[src/rtl/turn_scheduler.sv]
// Two-player turn sequencer: deal, alternating turns,
// per-turn timeout, resolve and round counting.
module turn_scheduler #(
  parameter int TIMEOUT_CYCLES = 16,
  parameter int ROUNDS         = 4,
  parameter int ROUND_W        = 3,
  parameter int CNT_W          = 5
) (
  input  logic               clk,
  input  logic               rst_n,
  input  logic               start,
  input  logic               p1_act,
  input  logic               p2_act,
  output logic [2:0]         state,
  output logic               p1_grant,
  output logic               p2_grant,
  output logic [ROUND_W-1:0] round,
  output logic               timeout,
  output logic               done
);

  typedef enum logic [2:0] {
    IDLE      = 3'b000,
    DEAL_P1   = 3'b001,
    DEAL_P2   = 3'b010,
    P1_TURN   = 3'b011,
    P2_TURN   = 3'b100,
    RESOLVE   = 3'b101,
    GAME_OVER = 3'b110
  } state_t;

  localparam logic [CNT_W-1:0] LP_TMAX =
    CNT_W'(TIMEOUT_CYCLES - 1);
  localparam logic [ROUND_W-1:0] LP_RLAST =
    ROUND_W'(ROUNDS - 1);

  state_t             r_state;
  logic [ROUND_W-1:0] r_round;
  logic [CNT_W-1:0]   r_timer;
  logic               r_second;
  logic               r_timeout;

  logic w_act;
  logic w_tmax;
  logic w_end;

  // act from whichever player owns the turn; the other is ignored
  always_comb begin
    w_act  = 1'b0;
    w_tmax = (r_timer == LP_TMAX);
    unique case (1'b1)
      (r_state == P1_TURN): w_act = p1_act;
      (r_state == P2_TURN): w_act = p2_act;
      default:              w_act = 1'b0;
    endcase
    w_end = w_act | w_tmax;
  end

  // game sequencer; timer and timeout default to clear each cycle
  always_ff @(posedge clk) begin
    if (!rst_n) begin
      r_state   <= IDLE;
      r_round   <= '0;
      r_timer   <= '0;
      r_second  <= 1'b0;
      r_timeout <= 1'b0;
    end else begin
      r_timer   <= '0;
      r_timeout <= 1'b0;
      case (r_state)
        IDLE, GAME_OVER: begin
          if (start) begin
            r_state <= DEAL_P1;
            r_round <= '0;
          end
        end
        DEAL_P1: r_state <= DEAL_P2;
        DEAL_P2: begin
          r_state  <= r_round[0] ? P2_TURN : P1_TURN;
          r_second <= 1'b0;
        end
        P1_TURN, P2_TURN: begin
          if (w_end) begin
            r_timeout <= ~w_act;
            if (r_second) begin
              r_state <= RESOLVE;
            end else begin
              r_second <= 1'b1;
              r_state  <= (r_state == P1_TURN) ?
                          P2_TURN : P1_TURN;
            end
          end else begin
            r_timer <= r_timer + 1'b1;
          end
        end
        RESOLVE: begin
          if (r_round == LP_RLAST) begin
            r_state <= GAME_OVER;
          end else begin
            r_state <= DEAL_P1;
            r_round <= r_round + 1'b1;
          end
        end
        default: r_state <= IDLE;
      endcase
    end
  end

  assign state    = r_state;
  assign p1_grant = (r_state == P1_TURN);
  assign p2_grant = (r_state == P2_TURN);
  assign round    = r_round;
  assign timeout  = r_timeout;
  assign done     = (r_state == GAME_OVER);

endmodule

[config.mk]
export PLATFORM = sky130hd
export DESIGN_NAME = turn_scheduler
export DESIGN_NICKNAME = d
export VERILOG_FILES = /design/src/rtl/turn_scheduler.sv
export SDC_FILE = /design/constraint.sdc
export NUM_CORES = 1
export LEC_CHECK = 0
export CAP_MARGIN = 20
export CORE_MARGIN = 4
export CORE_UTILIZATION = 41
export DETAILED_ROUTE_END_ITERATION = 8
export PLACE_DENSITY = 0.65
export SETUP_SLACK_MARGIN = 0.1
export SYNTH_ARGS = -nofsm -noshare
export SYNTH_HDL_FRONTEND = slang
export SYNTH_SLANG_ARGS = --single-unit
[constraint.sdc]
create_clock -name clk -period 2.15 [get_ports clk]
set_clock_uncertainty 0.1 [all_clocks]
set_input_delay 0.645 -clock clk [delete_from_list [all_inputs] [get_ports clk]]
set_output_delay 0.645 -clock clk [all_outputs]
set_load 0.05 [all_outputs]
==> impl_metrics.env, run 1 <==
export IMPL_outcome="completed"
export IMPL_crit_path_end_kind="output port"
export IMPL_synth_seq_area_share_pct=31.8
export IMPL_rsz0062_at_grt="false"
export IMPL_synth_area_per_cell_sq_um=8.81
export IMPL_ioPinCount=15
export IMPL_netlist_instances=93
export IMPL_setup_viol=0
export IMPL_chipWidth_um=52.7
export IMPL_grt_ovfl_total=0
export IMPL_drt_iter0_markers=12
export IMPL_synth_cell_types=37
export IMPL_wire_per_inst_um=11.5
export IMPL_firstDrtPassIters=4
export IMPL_root_buffer="clkbuf_4"
export IMPL_drc=0
export IMPL_nets=119
export IMPL_drv_slew=0
export IMPL_initial_core_util_pct=45.5
export IMPL_vias=699
export IMPL_first_global_vias=602
export IMPL_worst_setup_path_start_kind="flop"
export IMPL_cts_setup_buffers=0
export IMPL_dp_cells=130
export IMPL_final_hold_viol_count=0
export IMPL_tightest_slew_ns=0.275
export IMPL_routed_wl_um=1540
export IMPL_worst_setup_path_type="reg2out"
export IMPL_syn_area_sq_um=820
export IMPL_fin_util_pct=57.2
export IMPL_viasPerCell=5.22
export IMPL_htreeDepth=1
export IMPL_cts_buffers=3
export IMPL_relSlewSlack_pct=81.4
export IMPL_grt_max_degree=19
export IMPL_clock_path_buffers=2
export IMPL_synthesis_nets=102
export IMPL_n_antenna_cell=0
export IMPL_clk_latency_ns=0.28
export IMPL_area_growth_pct=25.8
export IMPL_cp_max_fo=15
export IMPL_fin_crit_ns=1.96
export IMPL_drv_cap=0
export IMPL_instances_no_fill=134
export IMPL_synth_edf_count=0
export IMPL_dp_hpwl_um=1150
export IMPL_drive_gt1_share_pct=23.9
export IMPL_portBuffers=14
export IMPL_max_freq_mhz=510
export IMPL_synth_async_reset_ratio_pct=0
export IMPL_finalCritPeriodShare_pct=91.3
export IMPL_min_path_type="reg2reg"
export IMPL_core_rowCount=15
export IMPL_power_density_nw_per_um2=591
export IMPL_arrival_ns=1.22
export IMPL_cts_sinks=13
export IMPL_synth_warnings=0
export IMPL_p_leak_nw=0.401
export IMPL_antenna_found_initial=0
export IMPL_core_sq_um=1800
export IMPL_antenna_left=0
export IMPL_required_ns=1.40
export IMPL_clk_pin_slew_worst_paths_ns=0.09
export IMPL_max_vdd_ir_drop_uv=367
export IMPL_cts_tree="built"
export IMPL_gp_congestion=0.750
export IMPL_grt_usage_pct=13.5
export IMPL_chipHeight_um=52.7
export IMPL_synth_top_flop_cell="dfxtp_1"
export IMPL_grt_pass1_wl_um=2760
export IMPL_ys_ff_latch=13
export IMPL_die_area_sq_um=2780
## worst paths after layout
| check | cells past startpoint | endpoint | from | slack [ns] |
|---|---|---|---|---|
| max | 2 | p1_grant | state[2]$_SDFFE_PN0P_ | 0.19 |
| min | 1 | r_timer[0]$_SDFF_PP0_ | r_timer[0]$_SDFF_PP0_ | 0.34 |
| max reg2reg | 7 | state[2]$_SDFFE_PN0P_ | r_timer[0]$_SDFF_PP0_ | 0.36 |
| min reg2reg | 1 | r_timer[0]$_SDFF_PP0_ | r_timer[0]$_SDFF_PP0_ | 0.34 |
## layer usage
| metal | GRT usage, % | routed length [um] | vias to the layer above |
|---|---|---|---|
| met3 | 3.70 | 87 | 2 |
| met4 | 6.38 | 14 | 0 |
| met2 | 18.0 | 615 | 16 |
| li1 | - | - | 362 |
| met1 | 19.6 | 824 | 319 |
| met5 | 0 | 0 | - |
## power breakdown
group	internal (mW)	switching, mW
registers	0.253	0.0329
logic	0.0866	0.0811
clock network	0.0719	0.0839
## through the flow
stage / setup slack, ns / power, mW / area, sq um / TNS (ns) / hold WS [ns]
after floorplan: 0.0821 / 0.402 / 825 / 0 / 0.317
after global placement: 0.0109 / 0.458 / 1000 / 0 / 0.332
after detailed placement: -0.00432 / 0.458 / 1000 / -0.00432 / 0.341
after CTS: 0.179 / 0.618 / 1030 / 0 / 0.349
after global routing: 0.118 / 0.640 / 1030 / 0 / 0.407
final: 0.188 / 0.609 / 1030 / 0 / 0.344
## layout by cell type, fill, tap and decap left out, types with 4 or more instances in the layout
master            n
o22ai_1           4
clkdlybuf4s50_1   4
nor3b_1           6
nor2_1           10
buf_12            4
buf_4             9
ha_1              4
dfxtp_1          10
nand2_1           6
inv_1             5
## worst max-delay path, cell delays in order (launching register included)
cell and delay [ns]:
dfxtp_2 0.50, and3b_2 0.28, buf_12 0.15
## registers in the layout (all words and copies together), names as in the netlist
name / flops
state: 3
round: 3
r_second: 1
timeout: 1
r_timer: 5
## cells in the mapped netlist (2+ instances only)
cell       n  share of area [%]
buf_6      2                2.7
dfxtp_1   13                 32
o22ai_1    4                3.1
and3b_1    2                2.1
a21boi_1   3                2.7
nor4b_2    2                3.7
inv_1      5                2.3
ha_1       4                6.1
buf_4      2                1.8
nor4b_1    2                2.1
nor3b_1    6                5.5
nand3b_1   2                1.8
o21ai_1    2                1.2
mux2i_1    2                2.4
and2_1     4                3.1
o21ai_0    2                1.2
nand3_1    2                1.2
nand2_1    6                2.7
nor2_1    10                4.6
## cell families (layout without fill, tap and decap cells)
| family | count (synthesis) | count (layout) | synth area share, % |
|---|---|---|---|
| AOI/OAI and AO/OA | 17 | 17 | 13.7 |
| xor gates and xnor gates | 2 | 2 | 2.14 |
| adders and majority gates | 4 | 4 | 6.11 |
| buffers and inverters | 10 | 26 | 7.48 |
| DFF | 13 | 13 | 31.8 |
| muxes | 2 | 2 | 2.44 |
| and+or+nand+nor | 45 | 45 | 36.3 |
## cell type report
| type | count | area (sq um) |
|---|---|---|
| well taps | 25 | 31.3 |
| flip-flops and latches | 13 | 267 |
| repair buffers | 17 | 188 |
| inverters | 5 | 18.8 |
| fillers | 176 | 771 |
| multi-input cells | 70 | 500 |
| clock buffers | 4 | 26.3 |
## repair_timing
action	4_1_cts	5_1_grt
hold buffers	0	0
setup endpoints to repair	2	0
gates resized for setup	2	0
Note: power is estimated with default switching activity, not from simulation.
==> inputs of run 2 (changes only) <==
- RECOVER_POWER: default -> 50
- SLEW_MARGIN: default -> 15
==> impl_metrics.env, run 2 (synthesized netlist as in run 1, its figures left out) <==
export IMPL_tightest_slew_ns=0.593
export IMPL_clk_pin_slew_worst_paths_ns=0.08
export IMPL_cts_tree="built"
export IMPL_worst_setup_path_type="in2reg"
export IMPL_whs_ns=0.349
export IMPL_cts_sinks=13
export IMPL_grt_pass1_wl_um=2760
export IMPL_fin_crit_ns=1.96
export IMPL_nets=119
export IMPL_arrival_ns=2.03
export IMPL_drv_cap=0
export IMPL_r2r_start="r_timer[0]$_SDFF_PP0_"
export IMPL_drt_iter0_markers=14
export IMPL_routed_wl_um=1550
export IMPL_cp_startpoint="p1_act"
export IMPL_antenna_found_initial=0
export IMPL_rrSetupSlack_ns=0.36
export IMPL_crit_path_end_kind="flop"
export IMPL_p_leak_nw=0.376
export IMPL_drc=0
export IMPL_clock_path_buffers=2
export IMPL_grt_ovfl_total=0
export IMPL_dp_hpwl_um=1150
export IMPL_final_fill_count=183
export IMPL_gp_congestion=0.750
export IMPL_core_rowCount=15
export IMPL_worst_setup_path_start_kind="primary input"
export IMPL_htreeDepth=1
export IMPL_max_freq_mhz=510
export IMPL_cp_endpoint="r_timer[2]$_SDFF_PP0_"
export IMPL_slowest_stage="dlygate4sd3_1"
export IMPL_viasPerCell=5.19
export IMPL_r2r_end="state[2]$_SDFFE_PN0P_"
export IMPL_path_cells="dlygate4sd3_1 > and4bb_2 > o21ai_0 > nand2b_1 > nor2_1"
export IMPL_cp_max_fo=5
export IMPL_worst_r2r_path_depth=7
export IMPL_final_hold_viol_count=0
export IMPL_grt_usage_pct=13.5
export IMPL_min_path_type="reg2reg"
export IMPL_wire_per_inst_um=11.5
export IMPL_ioPinCount=15
export IMPL_portBuffers=14
export IMPL_firstDrtPassIters=4
export IMPL_cpPeakStageDelay_ns=0.60
export IMPL_top_register="r_timer"
export IMPL_first_global_vias=602
export IMPL_required_ns=2.21
export IMPL_outcome="completed"
export IMPL_cts_buffers=3
export IMPL_setup_viol=0
export IMPL_n_antenna_cell=0
export IMPL_area_growth_pct=23.2
export IMPL_relSlewSlack_pct=60.6
export IMPL_root_buffer="clkbuf_4"
export IMPL_chipWidth_um=52.7
export IMPL_drive_gt1_share_pct=20.2
export IMPL_cts_setup_buffers=0
export IMPL_clk_latency_ns=0.28
export IMPL_initial_core_util_pct=45.5
export IMPL_drv_slew=0
export IMPL_chipHeight_um=52.7
export IMPL_die_area_sq_um=2780
export IMPL_power_density_nw_per_um2=602
export IMPL_finalCritPeriodShare_pct=91.2
export IMPL_antenna_left=0
export IMPL_grt_max_degree=19
export IMPL_core_sq_um=1800
export IMPL_vias=695
export IMPL_rsz0062_at_grt="false"
export IMPL_total_power_uw=608
export IMPL_max_vdd_ir_drop_uv=367
export IMPL_largest_register_ffs=5
export IMPL_final_cell_mix="nor2_1, dfxtp_1, nor3b_1, nand2_1"
run 2: metrics by stage:
step / setup WS [ns] / cells / TNS (ns) / instance area [sq um] / util [%]
3_5_place_dp: -0.00432 / 130 / -0.00432 / 1000 / 55.6
6_report: 0.188 / 134 / 0 / 1010 / 56.0
4_1_cts: 0.179 / 134 / 0 / 1030 / 57.2
2_1_floorplan: 0.0821 / 93 / 0 / 825 / -
5_1_grt: 0.0789 / 134 / 0 / 1010 / 56.0
3_3_place_gp: 0.0109 / 130 / 0 / 1000 / 55.6
run 2: worst min-delay path by stage:
stage,from,endpoint,slack (ns),cells after the start
after floorplan,r_timer[0]$_SDFF_PP0_,r_timer[0]$_SDFF_PP0_,0.32,1
after global placement,r_timer[0]$_SDFF_PP0_,r_timer[0]$_SDFF_PP0_,0.33,1
after detailed placement,r_timer[0]$_SDFF_PP0_,r_timer[0]$_SDFF_PP0_,0.34,1
after CTS,r_timer[0]$_SDFF_PP0_,r_timer[0]$_SDFF_PP0_,0.35,1
after global routing,r_timer[0]$_SDFF_PP0_,r_timer[0]$_SDFF_PP0_,0.41,1
final,r_timer[0]$_SDFF_PP0_,r_timer[0]$_SDFF_PP0_,0.35,1
run 2: repair_timing:
item	4_1_cts	5_1_grt
hold buffers	0	0
setup endpoints to repair	2	0
resized for setup	2	0
run 2: metal layers:
layer | global-route usage (%) | share of wire [%] | wire length [um] | vias up
met5 | 0 | 0 | 0 | -
met4 | 6.38 | 0.91 | 14 | 0
met3 | 3.70 | 5.9 | 91 | 2
met2 | 18.0 | 39 | 607 | 18
met1 | 19.6 | 54 | 831 | 314
li1 | - | - | - | 361
run 2: area by class of cell:
class / count / area (sq um) / share of cell area [%]
inverters: 5 / 18.8 / 1.86
multi-input cells: 70 / 493 / 48.8
repair buffers: 17 / 174 / 17.2
well taps: 25 / 31.3 / 3.10
flip-flops and latches: 13 / 267 / 26.4
clock buffers: 4 / 26.3 / 2.60
run 2: critical path, delay by kind of cell:
family                 cells  cell delay [ns]
AOI/OAI and AO/OA          1             0.22
buffers and inverters      1             0.60
and+or+nand+nor            3             0.56
run 2: power by group:
part | internal [mW] | switching, mW | leakage (nW)
sequential | 0.253 | 0.0328 | 0.107
combinational | 0.0854 | 0.0809 | 0.254
clock | 0.0719 | 0.0841 | 0.0150
==> inputs of run 3 (changes only) <==
- clock period: 2.15 -> 2.3 ns (I/O delays scaled with it)
==> impl_metrics.env, run 3 (synthesized netlist as in run 1, its figures left out) <==
export IMPL_wire_per_inst_um=12.7
export IMPL_firstDrtPassIters=4
export IMPL_grt_ovfl_total=0
export IMPL_antenna_left=0
export IMPL_relSlewSlack_pct=60.3
export IMPL_cpPeakStageDelay_ns=0.58
export IMPL_cts_tree="built"
export IMPL_min_path_type="reg2reg"
export IMPL_first_global_vias=651
export IMPL_drv_slew=0
export IMPL_clk_pin_slew_worst_paths_ns=0.07
export IMPL_setup_ws_ns=0.170
export IMPL_portBuffers=14
export IMPL_largest_register_ffs=5
export IMPL_grt_usage_pct=13.9
export IMPL_ctsHoldBuffers=0
export IMPL_root_buffer="clkbuf_4"
export IMPL_cp_max_fo=12
export IMPL_chipHeight_um=52.7
export IMPL_path_cells="and3b_1 > buf_12"
export IMPL_arrival_ns=1.34
export IMPL_post_cts_resize_count=0
export IMPL_chipWidth_um=52.7
export IMPL_grt_max_degree=19
export IMPL_tns_ns=0
export IMPL_crit_family="flip-flops"
export IMPL_core_sq_um=1800
export IMPL_drv_cap=0
export IMPL_slowest_stage="dfxtp_1"
export IMPL_worst_setup_path_start_kind="flop"
export IMPL_routed_wl_um=1710
export IMPL_final_common_cell="dfxtp_1"
export IMPL_htreeDepth=1
export IMPL_nets=119
export IMPL_worst_setup_path_type="reg2out"
export IMPL_cts_sinks=13
export IMPL_finalCritPeriodShare_pct=92.6
export IMPL_fin_crit_ns=2.13
export IMPL_top_register="r_timer"
export IMPL_pre_cts_ws_ns=0.104
export IMPL_viasPerCell=5.36
export IMPL_drc=0
export IMPL_area_growth_pct=23.7
export IMPL_required_ns=1.51
export IMPL_initial_core_util_pct=45.5
export IMPL_rsz0062_at_grt="false"
export IMPL_dp_hpwl_um=1270
export IMPL_core_rowCount=15
export IMPL_cts_setup_buffers=0
export IMPL_n_antenna_cell=0
export IMPL_drt_iter0_markers=6
export IMPL_drive_gt1_share_pct=15.6
export IMPL_grt_pass1_wl_um=2860
export IMPL_die_area_sq_um=2780
export IMPL_power_density_nw_per_um2=544
export IMPL_max_vdd_ir_drop_uv=465
export IMPL_grtUsageMet3_pct=5.13
export IMPL_vias=718
export IMPL_antenna_found_initial=0
export IMPL_path_buf_inv=1
export IMPL_final_cell_mix="dfxtp_1, nor2_1, nor3b_1, nand2_1"
export IMPL_use_met2_pct=20.5
export IMPL_gp_congestion=0.761
export IMPL_outcome="completed"
export IMPL_clk_latency_ns=0.27
export IMPL_cts_buffers=3
export IMPL_clock_path_buffers=2
export IMPL_globalRoute_busiestLayer="met2"
export IMPL_crit_path_end_kind="output port"
export IMPL_total_power_uw=551
export IMPL_setup_viol=0
export IMPL_grt_use_met1_pct=18.4
export IMPL_tightest_slew_ns=0.599
export IMPL_p_leak_nw=0.373
export IMPL_ioPinCount=15
export IMPL_max_freq_mhz=469
export IMPL_final_hold_viol_count=0
==> run 3: area by class of cell <==
cell class | count | area [sq um]
multi-input cells | 70 | 490
fillers | 183 | 788
inverters | 5 | 18.8
clock buffers | 4 | 26.3
well taps | 25 | 31.3
repair buffers | 17 | 185
flip-flops and latches | 13 | 262
==> run 3: report_power, final <==
part           total, mW  internal, mW  switching, mW
clock              0.136        0.0671         0.0692
combinational      0.151        0.0735         0.0775
sequential         0.264         0.235         0.0295
==> run 3: worst reg2reg max path: cells and delay by family (launching register included) <==
family,cells,cell delay (ns)
AND/OR/NAND/NOR,3,0.54
flip-flops,1,0.33
AO/OA/AOI/OAI,1,0.13
multiplexers,1,0.17
adder cells (fa/ha/maj),2,0.46
==> run 3: worst paths after layout <==
path / startpoint / to / slack [ns] / cells past startpoint
setup / recovery: state[0]$_SDFFE_PN0P_ / p1_grant / 0.17 / 2
hold / removal: r_timer[0]$_SDFF_PP0_ / r_timer[0]$_SDFF_PP0_ / 0.36 / 1
setup reg to reg: r_timer[0]$_SDFF_PP0_ / state[2]$_SDFFE_PN0P_ / 0.50 / 7
hold reg to reg: r_timer[0]$_SDFF_PP0_ / r_timer[0]$_SDFF_PP0_ / 0.36 / 1
==> run 3: routing by layer <==
metal	share of wire (%)	vias up
met5	0	-
met4	1.4	0
met3	5.0	4
met2	43	20
met1	51	332
li1	-	362
==> run 3: stage by stage <==
step	std cells	hold slack, ns	util [%]	instance area (sq um)
2_1_floorplan	93	0.317	-	821
3_3_place_gp	130	0.330	56.2	1010
3_5_place_dp	130	0.344	56.2	1010
4_1_cts	134	0.354	57.6	1040
5_1_grt	134	0.401	56.3	1010
6_report	134	0.358	56.3	1010
